--- src/rtl/seg_disp_arbiter_pkg.sv ---
// Shared types and constants for the seven-segment display arbiter.
// The arbiter shares one seg_dynamic driver between an IR command display and a background value.
package seg_disp_pkg;

    typedef enum logic [1:0] {
        S_OFF = 2'd0,
        S_BG  = 2'd1,
        S_IR  = 2'd2
    } disp_state_t;

    localparam logic [19:0] DISP_MAX = 20'd999_999;
    localparam int          IR_PAD_W = 12;

    // The driver only has six digits, so any larger background value saturates.
    function automatic logic [19:0] clamp_disp(input logic [19:0] value);
        return (value > DISP_MAX) ? DISP_MAX : value;
    endfunction

endpackage

--- src/rtl/seg_disp_arbiter_if.sv ---
// Requester inputs and seg_dynamic-facing outputs of the display arbiter.
// The master side drives the IR and background requests; the arbiter is the slave.
interface seg_disp_arbiter_if;

    logic        ir_valid;
    logic        ir_repeat;
    logic [7:0]  ir_data;
    logic        bg_en;
    logic [19:0] bg_data;
    logic [5:0]  bg_point;
    logic        bg_sign;

    logic [19:0] data;
    logic [5:0]  point;
    logic        sign;
    logic        seg_en;
    logic        ir_active;

    modport master (
        output ir_valid, ir_repeat, ir_data, bg_en, bg_data, bg_point, bg_sign,
        input  data, point, sign, seg_en, ir_active
    );

    modport slave (
        input  ir_valid, ir_repeat, ir_data, bg_en, bg_data, bg_point, bg_sign,
        output data, point, sign, seg_en, ir_active
    );

endinterface

--- src/rtl/seg_disp_arbiter_ms_tick_gen.sv ---
// Millisecond prescaler: emits one ms_tick per CNT_MS_MAX+1 clocks.
// Clearing restarts the count so an IR hold always begins on a full-millisecond boundary.
module ms_tick_gen #(
    parameter logic [15:0] CNT_MS_MAX = 16'd49_999
) (
    input  logic sys_clk,
    input  logic sys_rst,
    input  logic clr,
    output logic ms_tick
);

    logic [15:0] cnt;

    always_ff @(posedge sys_clk) begin
        if (sys_rst) begin
            cnt <= '0;
        end else if (clr || (cnt == CNT_MS_MAX)) begin
            cnt <= '0;
        end else begin
            cnt <= cnt + 16'd1;
        end
    end

    assign ms_tick = (cnt == CNT_MS_MAX);

endmodule

--- src/rtl/seg_disp_arbiter.sv ---
// Arbitrates the six-digit display between IR commands (held for HOLD_MS ms) and a background value.
// All display outputs are registered from the next state, giving one cycle of input-to-output latency.
module seg_disp_arbiter
    import seg_disp_pkg::*;
#(
    parameter logic [15:0] CNT_MS_MAX = 16'd49_999,
    parameter logic [15:0] HOLD_MS    = 16'd3000
) (
    input  logic                 sys_clk,
    input  logic                 sys_rst,
    seg_disp_arbiter_if.slave    bus
);

    localparam logic [15:0] HOLD_LAST = HOLD_MS - 16'd1;

    disp_state_t state, state_nxt;
    logic [15:0] hold_cnt, hold_cnt_nxt;
    logic [7:0]  ir_byte, ir_byte_nxt;
    logic        ms_tick;
    logic        presc_clr;

    logic [19:0] data_nxt;
    logic [5:0]  point_nxt;
    logic        sign_nxt;
    logic        seg_en_nxt;

    // A repeat frame only refreshes the hold when an IR command is actually on display.
    assign presc_clr = bus.ir_valid || (bus.ir_repeat && (state == S_IR));

    ms_tick_gen #(
        .CNT_MS_MAX (CNT_MS_MAX)
    ) u_ms_tick_gen (
        .sys_clk (sys_clk),
        .sys_rst (sys_rst),
        .clr     (presc_clr),
        .ms_tick (ms_tick)
    );

    always_ff @(posedge sys_clk) begin
        if (sys_rst) begin
            state    <= S_OFF;
            hold_cnt <= '0;
            ir_byte  <= '0;
        end else begin
            state    <= state_nxt;
            hold_cnt <= hold_cnt_nxt;
            ir_byte  <= ir_byte_nxt;
        end
    end

    // A fresh command beats everything, including a timeout landing in the same cycle.
    always_comb begin
        state_nxt    = state;
        hold_cnt_nxt = hold_cnt;
        ir_byte_nxt  = ir_byte;
        if (bus.ir_valid) begin
            state_nxt    = S_IR;
            hold_cnt_nxt = '0;
            ir_byte_nxt  = bus.ir_data;
        end else begin
            case (state)
                S_IR: begin
                    if (bus.ir_repeat) begin
                        hold_cnt_nxt = '0;
                    end else if (ms_tick) begin
                        if (hold_cnt == HOLD_LAST) begin
                            state_nxt    = bus.bg_en ? S_BG : S_OFF;
                            hold_cnt_nxt = '0;
                        end else begin
                            hold_cnt_nxt = hold_cnt + 16'd1;
                        end
                    end
                end
                S_BG: begin
                    if (!bus.bg_en) begin
                        state_nxt = S_OFF;
                    end
                end
                default: begin
                    if (bus.bg_en) begin
                        state_nxt = S_BG;
                    end
                end
            endcase
        end
    end

    always_comb begin
        data_nxt   = '0;
        point_nxt  = '0;
        sign_nxt   = 1'b0;
        seg_en_nxt = 1'b0;
        case (state_nxt)
            S_IR: begin
                data_nxt   = {{IR_PAD_W{1'b0}}, ir_byte_nxt};
                seg_en_nxt = 1'b1;
            end
            S_BG: begin
                data_nxt   = clamp_disp(bus.bg_data);
                point_nxt  = bus.bg_point;
                sign_nxt   = bus.bg_sign;
                seg_en_nxt = 1'b1;
            end
            default: begin
            end
        endcase
    end

    always_ff @(posedge sys_clk) begin
        if (sys_rst) begin
            bus.data      <= '0;
            bus.point     <= '0;
            bus.sign      <= 1'b0;
            bus.seg_en    <= 1'b0;
            bus.ir_active <= 1'b0;
        end else begin
            bus.data      <= data_nxt;
            bus.point     <= point_nxt;
            bus.sign      <= sign_nxt;
            bus.seg_en    <= seg_en_nxt;
            bus.ir_active <= (state_nxt == S_IR);
        end
    end

endmodule

--- src/flat_wrapper.sv ---
// flat-port wrapper written by rule: the top's interface ports become plain ports
module seg_disp_arbiter_flat import seg_disp_pkg::*;
#(
    parameter logic [15:0] CNT_MS_MAX = 16'd49_999,
    parameter logic [15:0] HOLD_MS    = 16'd3000
)
  (sys_clk, sys_rst, bus_ir_valid, bus_ir_repeat, bus_ir_data, bus_bg_en, bus_bg_data, bus_bg_point, bus_bg_sign, bus_data, bus_point, bus_sign, bus_seg_en, bus_ir_active);
  seg_disp_arbiter_if bus_i ();
  input  logic sys_clk;
  input  logic sys_rst;
  input wire logic [$bits(bus_i.ir_valid)-1:0] bus_ir_valid;
  input wire logic [$bits(bus_i.ir_repeat)-1:0] bus_ir_repeat;
  input wire logic [$bits(bus_i.ir_data)-1:0] bus_ir_data;
  input wire logic [$bits(bus_i.bg_en)-1:0] bus_bg_en;
  input wire logic [$bits(bus_i.bg_data)-1:0] bus_bg_data;
  input wire logic [$bits(bus_i.bg_point)-1:0] bus_bg_point;
  input wire logic [$bits(bus_i.bg_sign)-1:0] bus_bg_sign;
  output wire logic [$bits(bus_i.data)-1:0] bus_data;
  output wire logic [$bits(bus_i.point)-1:0] bus_point;
  output wire logic [$bits(bus_i.sign)-1:0] bus_sign;
  output wire logic [$bits(bus_i.seg_en)-1:0] bus_seg_en;
  output wire logic [$bits(bus_i.ir_active)-1:0] bus_ir_active;
  assign bus_i.ir_valid = bus_ir_valid;
  assign bus_i.ir_repeat = bus_ir_repeat;
  assign bus_i.ir_data = bus_ir_data;
  assign bus_i.bg_en = bus_bg_en;
  assign bus_i.bg_data = bus_bg_data;
  assign bus_i.bg_point = bus_bg_point;
  assign bus_i.bg_sign = bus_bg_sign;
  assign bus_data = bus_i.data;
  assign bus_point = bus_i.point;
  assign bus_sign = bus_i.sign;
  assign bus_seg_en = bus_i.seg_en;
  assign bus_ir_active = bus_i.ir_active;
  seg_disp_arbiter #(.CNT_MS_MAX(CNT_MS_MAX), .HOLD_MS(HOLD_MS)) u_core (.sys_clk(sys_clk), .sys_rst(sys_rst), .bus(bus_i));
endmodule
--- config.mk ---
export PLATFORM = sky130hd
export DESIGN_NAME = seg_disp_arbiter_flat
export DESIGN_NICKNAME = d
export VERILOG_FILES = /design/src/rtl/seg_disp_arbiter_pkg.sv /design/src/rtl/seg_disp_arbiter_if.sv /design/src/rtl/seg_disp_arbiter_ms_tick_gen.sv /design/src/rtl/seg_disp_arbiter.sv /design/src/flat_wrapper.sv
export SDC_FILE = /design/constraint.sdc
export NUM_CORES = 1
export LEC_CHECK = 0
export CAP_MARGIN = 5
export CORE_ASPECT_RATIO = 2
export CORE_UTILIZATION = 44
export DETAILED_ROUTE_END_ITERATION = 8
export MAX_ROUTING_LAYER = met4
export PLACE_DENSITY = 0.8
export RECOVER_POWER = 50
export SLEW_MARGIN = 20
export SYNTH_ARGS = -nofsm -noshare
export SYNTH_HDL_FRONTEND = slang
export SYNTH_SLANG_ARGS = --single-unit
export TNS_END_PERCENT = 1
--- constraint.sdc ---
create_clock -name sys_clk -period 2.9 [get_ports sys_clk]
set_input_delay 0.87 -clock sys_clk [delete_from_list [all_inputs] [get_ports sys_clk]]
set_output_delay 0.87 -clock sys_clk [all_outputs]
set_load 0.005 [all_outputs]
## After elaboration in Yosys (flattened, before gate mapping)

Cells that the tools add are included.

| cells by class | value |
|---|---|
| multiplexer cells | 15 |
| $lt $le $gt $ge | 1 |
| add/sub/neg operators | 2 |
| equality and inequality tests | 6 |
| reductions and logical operators | 9 |
| bitwise operators | 1 |

Operators with widths:

| cell | number |
|---|---|
| 2-to-1 mux 16 bit | 3 |
| case mux 20 bit (2 select lines) | 1 |
| adder 16 x 1 -> 16 bit (second input constant) | 2 |
| > comparator 20 bit (second input constant) | 1 |
| 2-to-1 mux 20 bit | 1 |
| equality test 16 x 12 -> 1 bit (second input constant) | 1 |
| equality test 16 bit (second input constant) | 1 |
| 2-to-1 mux 2 bit | 6 |
| 2-to-1 mux 8 bit | 1 |
| OR reduction 2 bit | 4 |
| equality test 2 x 1 -> 1 bit (second input constant) | 2 |
| equality test 2 bit (second input constant) | 2 |
| case mux 2 bit (2 select lines) | 1 |
| logical OR 1 bit | 2 |
| 2-to-1 mux 1 bit | 2 |
| AND reduction 2 bit | 1 |
| nonzero test 2 bit | 1 |
| logical AND 1 bit | 1 |
| inverter 1 bit | 1 |

| word-level totals | value |
|---|---|
| bits of input ports | 40 |
| flip-flop bits (word level) | 71 |
| word-level logic and storage cells | 43 |
| output and inout port bits | 29 |

## Depth between registers and ports, before layout

| depth | value |
|---|---|
| depth after elaboration | 9 |
| mapped depth | 12 |
| mapped depth without buffers | 11 |

## Cells and area by module

Synthesis repeated with hierarchy kept, for this count alone.

| unflattened totals | value |
|---|---|
| cell total of the unflattened synthesis | 313 |
| area, all modules | 3016.6 um^2 |

By module, submodules not included:

| module | cells an instance | sequential area each (um^2) | instances | area each (um^2) |
|---|---|---|---|---|
| seg_disp_arbiter | 233 | 1101.1 | 1 | 2296.0 |
| ms_tick_gen | 80 | 320.3 | 1 | 720.7 |

## Least setup slack after synthesis

Ideal clock, no wire load.

| timing path | value |
|---|---|
| path type | flip-flop to flip-flop |
| start | register u_core.u_ms_tick_gen.cnt[11] |
| end | register u_core.bus.data[10] |
| data required time | 2.841 ns |
| arrival time | 3.059 ns |
| path slack | -0.218 ns |
| clock period less this slack | 3.118 ns |
| setup time | 0.059 ns |
| cell stages (with the launch flop) | 10 |
| buffers on the path | 0 |
| cells stage by stage | dfxtp_1 or4b_1 or4_1 o311a_1 a311oi_1 nor2_1 ha_1 nor2b_1 nor2b_1 and2_1 |

| on the way | value |
|---|---|
| word-level cells in the longest chain between the ends | 7 |
| elaborated cells between the ends (all ways) | 8 |
| classes of those cells | eq/ne (3); mux (5) |

Ends and longest elaborated chain:

| what | RTL line | source |
|---|---|---|
| from (decl) | seg_disp_arbiter_ms_tick_gen.sv:12 | `logic [15:0] cnt;` |
| from (signal assigned) | seg_disp_arbiter_ms_tick_gen.sv:20 | `cnt <= cnt + 16'd1;` |
| equality test 16 bit (*) | seg_disp_arbiter_ms_tick_gen.sv:24 | `assign ms_tick = (cnt == CNT_MS_MAX);` |
| 2-to-1 mux 2 bit (*) | seg_disp_arbiter.sv:65 | `end else if (ms_tick) begin` |
| 2-to-1 mux 2 bit (*) | seg_disp_arbiter.sv:63 | `if (bus.ir_repeat) begin` |
| case mux 2 bit (2 select lines) (*) | seg_disp_arbiter.sv:61 | `case (state)` |
| 2-to-1 mux 2 bit (*) | seg_disp_arbiter.sv:56 | `if (bus.ir_valid) begin` |
| via u_core.state_nxt[0] | seg_disp_arbiter.sv:16 | `disp_state_t state, state_nxt;` |
| equality test 2 x 1 -> 1 bit or equality test 2 bit (tied branches) | seg_disp_arbiter.sv:93 | `case (state_nxt)` |
| case mux 20 bit (2 select lines) (*) | seg_disp_arbiter.sv:93 |  |
| to (signal assigned) | seg_disp_arbiter.sv:117 | `bus.data <= data_nxt;` |
| to (decl) | seg_disp_arbiter_if.sv:26 | `output data, point, sign, seg_en, ir_active` |

The timed path passes the listed nets; every way through them passes the cells marked *.
A chain may end at the register's enable or synchronous reset.

## Worst setup path after layout

| timing path | value |
|---|---|
| start | register u_core.u_ms_tick_gen.cnt[4] |
| end | register u_core.bus.data[8] |

Same word-level chain as after synthesis.

==> metrics.md <==
| Metric | Value |
|---|---|
| First-pass GRT wire length | 11.08 mm |
| CP Capture Point | u_core.bus.data[8]$_SDFF_PP0_ |
| Post-synthesis async set-or-reset flop share | 0% |
| R2R setup slack | -120 ps |
| Mapped Area | 2829 sq um |
| CP startpoint | u_core.u_ms_tick_gen.cnt[4]$_SDFF_PP0_ |
| CP startpoint kind | flip-flop |
| Yosys reg bits | 71 |
| CP dominant cell by count | nor2b_4 |
| Root cell of the clock tree | clkbuf_16 |
| Hold Path Depth | 1 |
| Power Density | approximately 550 nW/um^2 |
| DRC Markers | 0 |
| Inst Count DP | 471 |
| Ordered list of cells on the worst path | or4bb_1 > or4_4 > o311a_1 > a311oi_2 > nor2_1 > ha_2 > nor2b_4 > nor2b_4 > and2_1 |
| Clock H-tree levels | 3 |
| Core box area | 6259 sq um |
| Slew HR | 45.62% |
| Initial antenna violation count | 0 |
| Crit end category | flip-flop |
| Ys flop type | dfxtp_1 |
| Finish-stage setup viols | 18 |
| Power Total | between 0.002 and 0.0025 W |
| Slowest cell delay on critical path | 550 ps |
| Placed Area | between 3000 and 4000 sq um |
| Syn_nets | around 350 |
| Share of layout cells above drive strength 1 | approximately an eighth |
| First DRT Iteration DRCs | slightly above 70 |
| Yosys cell types | 42 |
| Reg-to-reg startpoint | u_core.u_ms_tick_gen.cnt[4]$_SDFF_PP0_ |
| Commonest non-fill, non-tap cell in the layout | dfxtp_1 |
| Synth area leaders | dfxtp_1, nor2_1, xnor2_1, and2_1, mux2i_1 |
| Antenna viol nets, final | 0 |
| Syn-to-layout area delta | 46.00% |
| DIE HEIGHT | 115.4 um |
| Sequential share of the synthesized area | around half |
| NumNets Final | 442 |
| WS Path Type | flip-flop to flip-flop |
| Max Root-Sink Buffers | 2 |
| Worst reg-to-reg path cell count | 9 |
| Ant. Diodes | 0 |
| Buf+Inv Stages, Crit Path | 0 |
| Crit path depth | 9 |
| Worst Hold Class | flip-flop to flip-flop |
| FMAX | 331.3 MHz |
| Synth Instances | 300 |
| CP arrival | 3300 ps |
| Peak supply drop | between 500 and 600 uV |
| Clock latency on the worst-skew pair | roughly 340 ps |
| Worst path slowest cell | or4_4 |
| CP delay by family, top | simple AND/OR/NAND/NOR gates |
| Vias in the first global route | roughly 2500 |
| Post-DP HPWL | 5.198 mm |
| CTS clk-pin slew, worst paths | about 50 ps |
| Yosys top cell area share | around half |
| Worst Skew | 4.607 ps |
| Initial Util | 45.20% |
| All-Layer GR Usage | 22.88% |
| Leakage Power | 1.630 nW |
| Final Routed Wirelength | just under 7 mm |
| R2r endpoint | u_core.bus.data[8]$_SDFF_PP0_ |
| Port bufs | between 60 and 70 |
| Max-capacitance violation count | 0 |
| Hold Vio Cnt, Final | 0 |
| Clock sinks | 71 |
| CP required | 3180 ps |
| CTS Hold Bufs | 0 |
| Final instance area | 4130 sq um |
| RSZ-0062 raised after global routing | yes |
| Outcome | finished with violations |
| Setup bufs post-CTS | 0 |
| Tmin final | 3018 ps |
| CTS Buf Count | 9 |
| # rows | 41 |
| Number of synthesized flops with an enable pin | 0 |
| Most frequent cells in the layout | dfxtp_1, nor2_1, clkdlybuf4s50_1, dlygate4sd3_1, buf_4 |
| Final Cycle Share | 104.1% |
| Pin count of the biggest net entering global routing | 16 |
| Final worst slack | -118.2 ps |
| Failing checks | negative setup slack |
| Die width | 58.70 um |
| Pins Over Slew Limit | 0 |
| Final Non-Filler Cells | 485 |
| Die area | 6774 sq um |
| Io pins | 69 |
| WL/cell | 14.15 um |
| Worst slew pin tran | 815.6 ps |
| Via density | between 5 and 6 |
| CTS tree | done |
| Syn_area_per_cell | between 9 and 10 sq um |
| DRT Pass-1 Iters | 4 |
| Total congestion overflow | 0 |
| Gp weighted congestion | between 0.8 and 0.9 |
| Via Count | 2500 |
| Post-synth top area cell | dfxtp_1 |
| Yosys warnings | 0 |
| CP max FO | 7 |
-- routing by layer --
layer	vias to the layer above	wire length [um]	track usage, %
met5	-	0	-
li1	1232	-	-
met4	0	155	12.22
met3	12	291	5.737
met1	1196	2384	20.51
met2	60	4032	42.30
-- metrics by stage --
stage	setup TNS [ps]	utilization, %	hold slack, ps	worst slack (ps)
floorplan	0	-	430.3	0.05640
global placement	-480.8	61.18	442.4	-44.51
detailed placement	-2035	61.18	453.3	-158.0
CTS	-1504	65.87	465.2	-120.2
global route	-3304	65.99	499.9	-222.7
finish	-1252	65.99	462.0	-118.2
-- power by group --
group	total, W	switching [W]	internal, W
logic	0.000179	0.0000753	0.000104
clock network	0.00107	0.000393	0.000675
registers	0.00101	0.00000772	0.000998
-- synth_stat cells (8+ instances only) --
library cell and number:
mux2i_1 10, xnor2_1 15, and3_1 8, nand2_1 9, nor2_1 45, nand4_1 10
o21ai_0 16, nor3_1 10, and2_1 16, nand3_1 12, dfxtp_1 71, xor2_1 10
clkbuf_1 8
-- worst min-delay path by stage --
stage / start / to
after CTS: u_core.u_ms_tick_gen.cnt[0]$_SDFF_PP0_ / u_core.u_ms_tick_gen.cnt[0]$_SDFF_PP0_
after global routing: u_core.u_ms_tick_gen.cnt[0]$_SDFF_PP0_ / u_core.u_ms_tick_gen.cnt[0]$_SDFF_PP0_
after floorplan: u_core.u_ms_tick_gen.cnt[0]$_SDFF_PP0_ / u_core.u_ms_tick_gen.cnt[0]$_SDFF_PP0_
after global placement: u_core.u_ms_tick_gen.cnt[0]$_SDFF_PP0_ / u_core.u_ms_tick_gen.cnt[0]$_SDFF_PP0_
after detailed placement: u_core.u_ms_tick_gen.cnt[0]$_SDFF_PP0_ / u_core.u_ms_tick_gen.cnt[0]$_SDFF_PP0_
final: u_core.u_ms_tick_gen.cnt[0]$_SDFF_PP0_ / u_core.u_ms_tick_gen.cnt[0]$_SDFF_PP0_
-- repair_timing --
| action | CTS | global route |
|---|---|---|
| resized for setup | 2 | 3 |
| pin swaps | 2 | 8 |
| setup endpoints to repair | 20 | 27 |
-- registers in the layout, summed over array words and instances (netlist names) --
| name | flops |
|---|---|
| u_core.bus.data | 20 |
| u_core.bus.ir_active | 1 |
| u_core.bus.point | 6 |
| u_core.bus.seg_en | 1 |
| u_core.bus.sign | 1 |
| u_core.hold_cnt | 16 |
| u_core.ir_byte | 8 |
| u_core.state | 2 |
| u_core.u_ms_tick_gen.cnt | 16 |
-- kinds of logic (layout without fill, tap and decap cells) --
group,Yosys count,in the layout,synth area share (%)
simple gates,136,136,25.43
flops,71,71,50.24
compound gates,36,36,8.227
xor+xnor,25,25,7.740
buf+inv,16,115,2.167
mux,10,10,3.538
fa+ha+maj,6,6,2.654
-- final cells by class --
class / instances / area, sq um
Clock buffer: 10 / 239.0
Clock inverter: 4 / 47.55
Fill cell: 502 / 2128
Inverter: 6 / 22.52
Multi-Input combinational cell: 213 / 1398
Sequential cell: 71 / 1424
Tap cell: 86 / 107.6
Timing Repair Buffer: 95 / 892.1
-- worst register-to-register path: stages (launching register included) --
cell and delay (ps):
dfxtp_1 300, or4bb_1 520, or4_4 550, o311a_1 310
a311oi_2 320, nor2_1 90, ha_2 320, nor2b_4 150
nor2b_4 230, and2_1 160
No activity file was read; power rests on OpenSTA's default activity.
